`src/rtl/packetizer_pkg.sv`:
```
// -----------------------------------------------------------------------------
// packetizer_pkg
// Shared types and elaboration-time helpers for the destination-append
// serialising packetizer.
//   - state_t            : FSM state encoding (idle / sending flits)
//   - *_OFS / CTRL_BITS  : position of the valid/head/tail bits counted from
//                          the flit MSB (VALID_POS = WIDTH_OUT - VALID_OFS ...)
//   - head_payload_width : payload bits that fit in the head flit
//   - body_payload_width : payload bits that fit in each body flit
//   - flit_count         : flits needed for a payload of a given width
//   - cnt_width          : width of a counter indexing those flits
// -----------------------------------------------------------------------------
package packetizer_pkg;

    typedef enum logic {
        ST_IDLE = 1'b0,
        ST_SEND = 1'b1
    } state_t;

    // Control bits sit at the top of every flit: {valid, head, tail, ...}
    localparam int CTRL_BITS = 3;
    localparam int VALID_OFS = 1;
    localparam int HEAD_OFS  = 2;
    localparam int TAIL_OFS  = 3;

    function automatic int head_payload_width(input int width_out,
                                              input int address_width,
                                              input int vc_address_width);
        return width_out - CTRL_BITS - vc_address_width - address_width;
    endfunction

    function automatic int body_payload_width(input int width_out,
                                              input int vc_address_width);
        return width_out - CTRL_BITS - vc_address_width;
    endfunction

    // One head flit plus enough body flits for whatever did not fit in it.
    // A non-positive head width is caught separately by the top module, so
    // just return something harmless here to keep elaboration going.
    function automatic int flit_count(input int pw,
                                      input int width_out,
                                      input int address_width,
                                      input int vc_address_width);
        int hpw;
        int bpw;
        int rem;
        hpw = head_payload_width(width_out, address_width, vc_address_width);
        bpw = body_payload_width(width_out, vc_address_width);
        if (hpw < 1) begin
            return 1;
        end
        rem = pw - hpw;
        if (rem <= 0) begin
            return 1;
        end
        return 1 + (rem + bpw - 1) / bpw;
    endfunction

    function automatic int cnt_width(input int n);
        return (n > 1) ? $clog2(n) : 1;
    endfunction

endpackage

```
`src/rtl/packetizer_da_serial_if.sv`:
```
// -----------------------------------------------------------------------------
// packetizer_da_serial_if
// Bundles the upstream word handshake and the downstream flit handshake of the
// packetizer.
//   data_in/dst_in/vc_in/valid_in : user word, destination and VC (to packetizer)
//   ready_out                     : word accepted when valid_in && ready_out
//   data_out/valid_out            : NoC flit stream (from packetizer)
//   ready_in                      : flit accepted when valid_out && ready_in
// Modports:
//   master : the packetizer itself
//   slave  : the surrounding logic (producer + NoC port)
// -----------------------------------------------------------------------------
interface packetizer_da_serial_if #(
    parameter int ADDRESS_WIDTH    = 4,
    parameter int VC_ADDRESS_WIDTH = 1,
    parameter int WIDTH_IN         = 64,
    parameter int WIDTH_OUT        = 36
);
    logic [WIDTH_IN-1:0]         data_in;
    logic                        valid_in;
    logic [ADDRESS_WIDTH-1:0]    dst_in;
    logic [VC_ADDRESS_WIDTH-1:0] vc_in;
    logic                        ready_out;
    logic [WIDTH_OUT-1:0]        data_out;
    logic                        valid_out;
    logic                        ready_in;

    modport master (
        input  data_in,
        input  valid_in,
        input  dst_in,
        input  vc_in,
        output ready_out,
        output data_out,
        output valid_out,
        input  ready_in
    );

    modport slave (
        output data_in,
        output valid_in,
        output dst_in,
        output vc_in,
        input  ready_out,
        input  data_out,
        input  valid_out,
        output ready_in
    );
endinterface

```
`src/rtl/flit_slicer.sv`:
```
// -----------------------------------------------------------------------------
// flit_slicer
// Combinational flit formatter. Builds every flit of the packet from the held
// payload and selects the one addressed by flit_cnt.
//   valid    : flit is being presented; also drives the flit's valid bit.
//              When low the whole flit is forced to zero.
//   payload  : {RET_DEST, RET_VC, data} as captured on accept
//   dst, vc  : captured destination and VC
//   flit_cnt : index of the flit to present (0 = head)
//   flit     : {valid, head, tail, vc, [dst on head], chunk}
// -----------------------------------------------------------------------------
module flit_slicer
    import packetizer_pkg::*;
#(
    parameter int ADDRESS_WIDTH    = 4,
    parameter int VC_ADDRESS_WIDTH = 1,
    parameter int PW               = 69,
    parameter int WIDTH_OUT        = 36,
    parameter int NUM_FLITS        = 3,
    parameter int CNT_W            = 2
) (
    input  logic                        valid,
    input  logic [PW-1:0]               payload,
    input  logic [ADDRESS_WIDTH-1:0]    dst,
    input  logic [VC_ADDRESS_WIDTH-1:0] vc,
    input  logic [CNT_W-1:0]            flit_cnt,
    output logic [WIDTH_OUT-1:0]        flit
);

    localparam int HPW       = head_payload_width(WIDTH_OUT, ADDRESS_WIDTH, VC_ADDRESS_WIDTH);
    localparam int BPW       = body_payload_width(WIDTH_OUT, VC_ADDRESS_WIDTH);
    localparam int VALID_POS = WIDTH_OUT - VALID_OFS;
    localparam int HEAD_POS  = WIDTH_OUT - HEAD_OFS;
    localparam int TAIL_POS  = WIDTH_OUT - TAIL_OFS;
    // Payload zero-extended to exactly fill all flit chunks; this is what
    // leaves the unused MSBs of the last flit at zero.
    localparam int PADW      = HPW + (NUM_FLITS - 1) * BPW;

    logic [PADW-1:0]      pad;
    logic [WIDTH_OUT-1:0] flits [NUM_FLITS];
    logic [WIDTH_OUT-1:0] sel;

    assign pad = PADW'(payload);

    // Head flit: carries the destination and the lowest HPW payload bits.
    assign flits[0] = {1'b1, 1'b1, (NUM_FLITS == 1) ? 1'b1 : 1'b0,
                       vc, dst, pad[HPW-1:0]};

    // Body flits: successive BPW-bit slices, LSB-first after the head chunk.
    generate
        for (genvar gi = 1; gi < NUM_FLITS; gi++) begin : g_body
            assign flits[gi] = {1'b1, 1'b0, (gi == NUM_FLITS - 1) ? 1'b1 : 1'b0,
                                vc, pad[HPW + (gi - 1) * BPW +: BPW]};
        end
    endgenerate

    always_comb begin
        sel = '0;
        for (int k = 0; k < NUM_FLITS; k++) begin
            if (int'(flit_cnt) == k) begin
                sel = flits[k];
            end
        end
    end

    always_comb begin
        flit = '0;
        if (valid) begin
            flit            = sel;
            flit[VALID_POS] = 1'b1;
            flit[HEAD_POS]  = sel[HEAD_POS];
            flit[TAIL_POS]  = sel[TAIL_POS];
        end
    end

endmodule

```
`src/rtl/packetizer_da_serial.sv`:
```
// -----------------------------------------------------------------------------
// packetizer_da_serial
// Accepts one user word with destination and VC, appends the local return
// address {RET_DEST, RET_VC} above the data, and serialises the result into
// NUM_FLITS NoC flits (head, bodies, tail). Back-to-back packets are accepted
// in the cycle the previous tail is taken, so a steady stream runs without
// bubbles.
// Ports:
//   clk  : clock
//   rst  : synchronous active-high reset; also forces outputs low while high
//   bus  : packetizer_da_serial_if.master (word in, flit out, both ready/valid)
// ready_out has a combinational path from ready_in (accept on last flit).
// -----------------------------------------------------------------------------
module packetizer_da_serial
    import packetizer_pkg::*;
#(
    parameter int                          ADDRESS_WIDTH    = 4,
    parameter int                          VC_ADDRESS_WIDTH = 1,
    parameter int                          WIDTH_IN         = 64,
    parameter int                          WIDTH_OUT        = 36,
    parameter logic [ADDRESS_WIDTH-1:0]    RET_DEST         = '0,
    parameter logic [VC_ADDRESS_WIDTH-1:0] RET_VC           = '0,
    parameter int                          MAX_FLITS        = 8
) (
    input  logic                   clk,
    input  logic                   rst,
    packetizer_da_serial_if.master bus
);

    localparam int PW        = WIDTH_IN + ADDRESS_WIDTH + VC_ADDRESS_WIDTH;
    localparam int HPW       = head_payload_width(WIDTH_OUT, ADDRESS_WIDTH, VC_ADDRESS_WIDTH);
    localparam int NUM_FLITS = flit_count(PW, WIDTH_OUT, ADDRESS_WIDTH, VC_ADDRESS_WIDTH);
    localparam int CNT_W     = cnt_width(NUM_FLITS);

    generate
        if (HPW < 1) begin : g_chk_hpw
            $fatal(1, "packetizer_da_serial: WIDTH_OUT too small, head payload width %0d", HPW);
        end
        if (NUM_FLITS > MAX_FLITS) begin : g_chk_flits
            $fatal(1, "packetizer_da_serial: %0d flits needed, MAX_FLITS is %0d",
                   NUM_FLITS, MAX_FLITS);
        end
    endgenerate

    state_t                      state_reg, state_next;
    logic [CNT_W-1:0]            flit_cnt_reg, flit_cnt_next;
    logic [PW-1:0]               payload_reg, payload_next;
    logic [ADDRESS_WIDTH-1:0]    dst_reg, dst_next;
    logic [VC_ADDRESS_WIDTH-1:0] vc_reg, vc_next;

    logic last_flit;
    logic capture;
    logic ready_int;
    logic valid_int;
    logic valid_gated;

    assign last_flit = (flit_cnt_reg == CNT_W'(NUM_FLITS - 1));

    always_ff @(posedge clk) begin
        if (rst) begin
            state_reg    <= ST_IDLE;
            flit_cnt_reg <= '0;
            payload_reg  <= '0;
            dst_reg      <= '0;
            vc_reg       <= '0;
        end else begin
            state_reg    <= state_next;
            flit_cnt_reg <= flit_cnt_next;
            payload_reg  <= payload_next;
            dst_reg      <= dst_next;
            vc_reg       <= vc_next;
        end
    end

    always_comb begin
        state_next    = state_reg;
        flit_cnt_next = flit_cnt_reg;
        payload_next  = payload_reg;
        dst_next      = dst_reg;
        vc_next       = vc_reg;
        ready_int     = 1'b0;
        valid_int     = 1'b0;
        capture       = 1'b0;

        case (state_reg)
            ST_IDLE: begin
                ready_int = 1'b1;
                if (bus.valid_in) begin
                    capture    = 1'b1;
                    state_next = ST_SEND;
                end
            end
            ST_SEND: begin
                valid_int = 1'b1;
                if (bus.ready_in) begin
                    if (!last_flit) begin
                        flit_cnt_next = flit_cnt_reg + CNT_W'(1);
                    end else begin
                        // Tail taken: the slot is free this very cycle, so a
                        // waiting word can start the next packet with no gap.
                        ready_int = 1'b1;
                        if (bus.valid_in) begin
                            capture = 1'b1;
                        end else begin
                            state_next = ST_IDLE;
                        end
                    end
                end
            end
        endcase

        if (capture) begin
            payload_next  = {RET_DEST, RET_VC, bus.data_in};
            dst_next      = bus.dst_in;
            vc_next       = bus.vc_in;
            flit_cnt_next = '0;
        end
    end

    // Outputs are held low for the whole time rst is high, not just after
    // the reset edge, so an interrupted packet disappears immediately.
    assign valid_gated   = valid_int & ~rst;
    assign bus.valid_out = valid_gated;
    assign bus.ready_out = ready_int & ~rst;

    flit_slicer #(
        .ADDRESS_WIDTH   (ADDRESS_WIDTH),
        .VC_ADDRESS_WIDTH(VC_ADDRESS_WIDTH),
        .PW              (PW),
        .WIDTH_OUT       (WIDTH_OUT),
        .NUM_FLITS       (NUM_FLITS),
        .CNT_W           (CNT_W)
    ) u_slicer (
        .valid   (valid_gated),
        .payload (payload_reg),
        .dst     (dst_reg),
        .vc      (vc_reg),
        .flit_cnt(flit_cnt_reg),
        .flit    (bus.data_out)
    );

endmodule

```
`src/flat_wrapper.sv`:
```
// flat-port wrapper written by rule: the top's interface ports become plain ports
module packetizer_da_serial_flat import packetizer_pkg::*;
#(
    parameter int                          ADDRESS_WIDTH    = 4,
    parameter int                          VC_ADDRESS_WIDTH = 1,
    parameter int                          WIDTH_IN         = 64,
    parameter int                          WIDTH_OUT        = 36,
    parameter logic [ADDRESS_WIDTH-1:0]    RET_DEST         = '0,
    parameter logic [VC_ADDRESS_WIDTH-1:0] RET_VC           = '0,
    parameter int                          MAX_FLITS        = 8
)
  (clk, rst, bus_data_in, bus_valid_in, bus_dst_in, bus_vc_in, bus_ready_out, bus_data_out, bus_valid_out, bus_ready_in);
  packetizer_da_serial_if #(.ADDRESS_WIDTH(ADDRESS_WIDTH), .VC_ADDRESS_WIDTH(VC_ADDRESS_WIDTH), .WIDTH_IN(WIDTH_IN), .WIDTH_OUT(WIDTH_OUT)) bus_i ();
  input  logic clk;
  input  logic rst;
  input wire logic [$bits(bus_i.data_in)-1:0] bus_data_in;
  input wire logic [$bits(bus_i.valid_in)-1:0] bus_valid_in;
  input wire logic [$bits(bus_i.dst_in)-1:0] bus_dst_in;
  input wire logic [$bits(bus_i.vc_in)-1:0] bus_vc_in;
  output wire logic [$bits(bus_i.ready_out)-1:0] bus_ready_out;
  output wire logic [$bits(bus_i.data_out)-1:0] bus_data_out;
  output wire logic [$bits(bus_i.valid_out)-1:0] bus_valid_out;
  input wire logic [$bits(bus_i.ready_in)-1:0] bus_ready_in;
  assign bus_i.data_in = bus_data_in;
  assign bus_i.valid_in = bus_valid_in;
  assign bus_i.dst_in = bus_dst_in;
  assign bus_i.vc_in = bus_vc_in;
  assign bus_ready_out = bus_i.ready_out;
  assign bus_data_out = bus_i.data_out;
  assign bus_valid_out = bus_i.valid_out;
  assign bus_i.ready_in = bus_ready_in;
  packetizer_da_serial #(.ADDRESS_WIDTH(ADDRESS_WIDTH), .VC_ADDRESS_WIDTH(VC_ADDRESS_WIDTH), .WIDTH_IN(WIDTH_IN), .WIDTH_OUT(WIDTH_OUT), .RET_DEST(RET_DEST), .RET_VC(RET_VC), .MAX_FLITS(MAX_FLITS)) u_core (.clk(clk), .rst(rst), .bus(bus_i));
endmodule
```
`config.mk`:
```
export PLATFORM = sky130hd
export DESIGN_NAME = packetizer_da_serial_flat
export DESIGN_NICKNAME = d
export VERILOG_FILES = /design/src/rtl/packetizer_pkg.sv /design/src/rtl/packetizer_da_serial_if.sv /design/src/rtl/flit_slicer.sv /design/src/rtl/packetizer_da_serial.sv /design/src/flat_wrapper.sv
export SDC_FILE = /design/constraint.sdc
export NUM_CORES = 1
export LEC_CHECK = 0
export BUFFER_PORTS_ARGS = -buffer_cell sky130_fd_sc_hd__buf_2
export CAP_MARGIN = 20
export CORE_MARGIN = 8
export CORE_UTILIZATION = 57
export CTS_BUF_LIST = sky130_fd_sc_hd__clkbuf_16
export DETAILED_ROUTE_END_ITERATION = 6
export GPL_ROUTABILITY_DRIVEN = 0
export PLACE_DENSITY = 0.92
export SETUP_SLACK_MARGIN = 0.02
export SLEW_MARGIN = 25
export SYNTH_ARGS = -nofsm -noshare
export SYNTH_HDL_FRONTEND = slang
export SYNTH_HIERARCHICAL = 1
export SYNTH_SLANG_ARGS = --single-unit
```
`constraint.sdc`:
```
create_clock -name clk -period 3.7 [get_ports clk]
set_input_delay 0.37 -clock clk [delete_from_list [all_inputs] [get_ports clk]]
set_output_delay 0.37 -clock clk [all_outputs]
set_load 0.02 [all_outputs]
```
## After elaboration in Yosys (flattened, before gate mapping)

Cells that the tools add are included.

- Register bits: 72
- Input port bits: 73

- Reductions and logical operators: 3
- Eq/ne operators: 3
- Mux-type cells: 15
- Bitwise gates (word level): 5
- Add/sub/neg operators: 1

Operators with widths:

| cell | count |
|---|---|
| 35-bit two-way mux | 3 |
| 36-bit two-way mux | 1 |
| 1-bit two-way mux | 8 |
| 2-bit equality test (second input constant) | 3 |
| 1-bit one-hot mux with 2 select lines | 3 |
| 1-bit NOT | 3 |
| 3-bit AND reduction | 1 |
| 2-bit by 1-bit adder with 2-bit output (second input constant) | 1 |
| 1-bit bitwise AND | 2 |
| 2-bit zero test | 1 |
| 2-bit OR reduction | 1 |

## Longest topological paths before layout

- Depth in word-level cells: 5
- Mapped depth: 7
- Depth with buffers taken out: 5

## By module

Netlist, hierarchy kept.

By module, submodules not included:

| module | area each (um^2) | cells each | seq. area each (um^2) | times used |
|---|---|---|---|---|
| packetizer_da_serial | 3,324.4 | 316 | 1,441.4 | 1 |
| flit_slicer | 679.4 | 98 | 0.0 | 1 |

## Worst setup path after synthesis

Ideal clock, no wire load.

- Path type: input -> output
- Start point: in rst
- End point: out bus_data_out[12]
- Cell stages on the path: 5
- Setup slack: 1.604 ns
- Arrival: 1.726 ns
- Cell sequence: clkbuf_1 -> nor2b_1 -> nand2b_1 -> buf_2 -> nor2_1

- Cells in the longest elaborated chain, start to end: 3

Ends and longest elaborated chain:

| item | RTL line | RTL |
|---|---|---|
| start: declaration | flat_wrapper.sv:15 | `input logic rst;` |
| 1-bit NOT | packetizer_da_serial.sv:122 | `assign valid_gated = valid_int & ~rst;` |
| 1-bit bitwise AND | packetizer_da_serial.sv:122 |  |
| net bus_valid_out | flat_wrapper.sv:22 | `output wire logic [$bits(bus_i.valid_out)-1:0] bus_valid_out;` |
| 36-bit two-way mux | flit_slicer.sv:68 | `if (valid) begin` |
| end: declaration | flat_wrapper.sv:21 | `output wire logic [$bits(bus_i.data_out)-1:0] bus_data_out;` |

The timed path passes the listed nets, and every way through them passes these cells.

## Worst setup path in the final report

- Start point: reg u_core.state_reg
- End point: out bus_data_out[28]

- Cells in the longest elaborated chain, start to end: 3

Ends and longest elaborated chain:

| item | RTL line | RTL |
|---|---|---|
| start: declaration | packetizer_da_serial.sv:45 | `state_t state_reg, state_next;` |
| start signal: assignment | packetizer_da_serial.sv:67 | `state_reg <= state_next;` |
| 1-bit two-way mux | packetizer_da_serial.sv:85 | `case (state_reg)` |
| 1-bit bitwise AND | packetizer_da_serial.sv:122 |  |
| 36-bit two-way mux | flit_slicer.sv:68 |  |

No other way between the ends.

==> load_flow_metrics.sql <==
INSERT INTO impl_metrics (metric_group, metric, value, unit) VALUES
('setup_path', 'critical_path_cell_count', '5', ''),
('cts', 'post_cts_resized', '0', ''),
('cts', 'cts_setup_buffers', '0', ''),
('setup_path', 'crit_end', 'bus_data_out[28]', ''),
('setup_path', 'cp_data_required_time', '3330', 'ps'),
('place', 'detailedPlacementHpwl', '5950', 'um'),
('floorplan', 'placeableCoreArea', '0.00679', 'mm^2'),
('cts', 'cts.clk_slew.worst_paths', '60', 'ps'),
('timing', 'max_slew_margin', '29.2', '%'),
('cts', 'htree_levels', '3', ''),
('setup_path', 'regToRegSetupSlack', '1550', 'ps'),
('setup_path', 'cp_max_fo', '23', ''),
('pwr', 'vdd_ir_drop_max', '0.274', 'mV'),
('yosys', 'post_synth.cell_area_avg', '9.67', 'um^2'),
('detailed_routing', 'detailedRoute.firstIterationViolations', '107', ''),
('yosys', 'yosys_warnings', '6', ''),
('timing', 'min_period', '2460', 'ps'),
('floorplan', 'number_of_cell_rows', '30', ''),
('place', 'io_buffers', '110', ''),
('setup_path', 'worstSetupPathType', 'flop to output pin', ''),
('setup_path', 'timing.critical_path.arrival', '2090', 'ps'),
('pwr', 'internal-power', '1540', 'uW'),
('setup_path', 'crit-reg2reg-launch', 'u_core/flit_cnt_reg[1]', ''),
('grt', 'grt_antenna_before_repair', '0', ''),
('pwr', 'power.share.clock', '43.8', '%'),
('cts', 'clk_path_buf_depth', '2', ''),
('detailed_routing', 'drcViolationCount', '0', ''),
('pwr', 'power', '2010', 'uW'),
('setup_path', 'crit_reg_reg_endpoint', 'u_core/payload_reg[33]', ''),
('timing', 'finalSetupTns', '0', 'ps'),
('yosys', 'ys_seq_elements', '72', ''),
('layout', 'post_route_cells_drive_above_1_share', '25.4', '%'),
('cts', 'cts_tree', 'yes', ''),
('grt', 'grt_first_pass_wirelength', '14400', 'um'),
('floorplan', 'initial_utilization', '58.9', '%'),
('cts', 'cts_buffers', '9', ''),
('pwr', 'net-switching-power', '469', 'uW'),
('layout', 'design.final.nets', '584', ''),
('setup_path', 'critical_path_buf_inv_count', '2', ''),
('pwr', 'leakage', '0.00204', 'uW'),
('yosys', 'synth_sequential_area_ratio', '36.0', '%'),
('pwr', 'p_comb_share', '13.7', '%'),
('setup_path', 'r2r_cells', '5', ''),
('layout', 'largest_reg_flops', '64', ''),
('timing', 'timing_max_transition_violations_final', '0', ''),
('layout', 'area_growth', '18.9', '%'),
('pwr', 'cellPowerDensity', '423', 'mW/mm^2'),
('detailed_routing', 'postRouteAntennaNets', '0', ''),
('cts', 'tritoncts_sink_count', '72', ''),
('timing', 'setup-violations-final', '0', ''),
('layout', 'final_util', '70.1', '%'),
('setup_path', 'critical-path-max-stage-delay', '580', 'ps'),
('cts', 'clock_latency', '320', 'ps'),
('floorplan', 'die_width', '99.8', 'um'),
('cts', 'cts_hold_buf', '0', ''),
('cts', 'ctsRootBufferMaster', 'clkbuf_16', ''),
('yosys', 'synthesis.instances', '414', ''),
('timing', 'worst_slack', '1240', 'ps'),
('yosys', 'synthDistinctLibCells', '26', ''),
('pwr', 'seq_power_share', '42.4', '%'),
('setup_path', 'startpoint_type_of_the_worst_setup_path', 'flop', ''),
('hold_path', 'hold_class', 'input port to flop', ''),
('outcome', 'run_status', 'finished clean', ''),
('setup_path', 'critical_path.endpoint_type', 'output pin', ''),
('place', 'detailedPlace.worstSlack', '1460', 'ps'),
('grt', 'grt_overflow', '0', ''),
('grt', 'number_of_global_route_vias_before_repair', '3214', ''),
('floorplan', 'area_of_the_die', '0.00996', 'mm^2'),
('run', 'drv.max_cap_violation_count', '0', ''),
('setup_path', 'cp_cell_sequence', 'nor2b_1, buf_4, nand2b_1, nor2_1, buf_2', ''),
('pwr', 'switching_share', '23.3', '%');
## cells by family (layout without fill, tap and decap cells)
| logic type | count (synthesis) | count (layout) | share of synthesized area [%] |
|---|---|---|---|
| AOI/OAI and AO/OA | 12 | 12 | 2.09 |
| and+or+nand+nor | 191 | 191 | 28.7 |
| DFF | 72 | 72 | 36.0 |
| muxes | 101 | 101 | 25.3 |
| other | 1 | 5 | 0.0937 |
| buffers and inverters | 35 | 132 | 7.34 |
| xor gates and xnor gates | 1 | 1 | 0.219 |
| adders and majority gates | 1 | 1 | 0.312 |
## placed cells by master, fill, tap and decap left out, drive strengths merged
| cell type | instances |
|---|---|
| a2111oi | 1 |
| a21boi | 1 |
| a21oi | 1 |
| and2 | 9 |
| and3b | 2 |
| buf | 115 |
| bufinv | 2 |
| clkbuf | 9 |
| clkinv | 3 |
| conb | 5 |
| dfxtp | 72 |
| ha | 1 |
| inv | 3 |
| mux2i | 101 |
| nand2 | 1 |
| nand2b | 139 |
| nand3b | 9 |
| nor2 | 27 |
| nor2b | 2 |
| nor3 | 1 |
| nor3b | 1 |
| o21ai | 9 |
| xnor2 | 1 |
## worst register-to-register path, cell delays in order, from the launching register on
cell      delay [ps]
dfxtp_1          370
ha_1             240
a21boi_4          80
nor2b_4          630
buf_12           420
mux2i_1          320
## power groups by stage
stage	Clock [uW]	Combinational (uW)	Sequential, uW
final	883	276	854
after global routing	933	304	859
after CTS	897	279	854
after detailed placement	0	277	870
after global placement	0	269	867
after floorplan	0	223	863
## per-layer routing
metal / vias up / wire (um) / track usage [%]
met2: 76 / 4310 / 30.5
met1: 1398 / 3850 / 20.1
li1: 1539 / - / -
met4: 0 / 110 / 5.82
met3: 9 / 492 / 4.91
met5: - / 0 / 0
## final cells by class
class	instances	area (um^2)	area share [%]
clock buffer	9	225	4.73
clock inverter	7	78.8	1.66
inverter	1	3.75	0.0789
multi-input combinational	311	2290	48.1
sequential	72	1440	30.3
tap	96	120	2.52
timing repair buffer	115	601	12.6
## synth_stat cells
library cell  instances  area (um^2)
a2111oi_2             1         15.0
a21boi_4              1         18.8
a21oi_1               1         5.00
and2_1                9         56.3
and3b_1               2         17.5
buf_12                8          160
buf_2                 5         25.0
buf_4                 5         37.5
buf_6                 1         11.3
clkbuf_1             15         56.3
conb_1                1         3.75
dfxtp_1              72         1440
ha_1                  1         12.5
inv_1                 1         3.75
mux2i_1             101         1010
nand2_1               1         3.75
nand2b_1            139          870
nand3b_1              9         67.6
nor2_1               27          101
nor2b_1               1         6.26
nor2b_2               1         8.76
nor3_2                1         10.0
nor3b_1               1         7.51
o21ai_0               1         5.00
o21ai_1               8         40.0
xnor2_1               1         8.76
## how the worst min path moves through the flow
stage	from	to	cells past startpoint
floorplan	u_core/dst_reg[0]	u_core/dst_reg[0]	2
global placement	u_core/payload_reg[19]	u_core/payload_reg[19]	2
detailed placement	u_core/payload_reg[56]	u_core/payload_reg[56]	2
CTS	bus_data_in[47]	u_core/payload_reg[47]	3
global route	bus_dst_in[3]	u_core/dst_reg[3]	3
finish	bus_data_in[51]	u_core/payload_reg[51]	3
## metrics by stage
step                instances  hold slack, ps  area (um^2)
finish                    611             305         4760
global placement          595             458         4460
detailed placement        595             462         4460
floorplan                 418             448         4020
global route              611             302         4760
CTS                       611             305         4760
(Power assumes the default switching activity.)
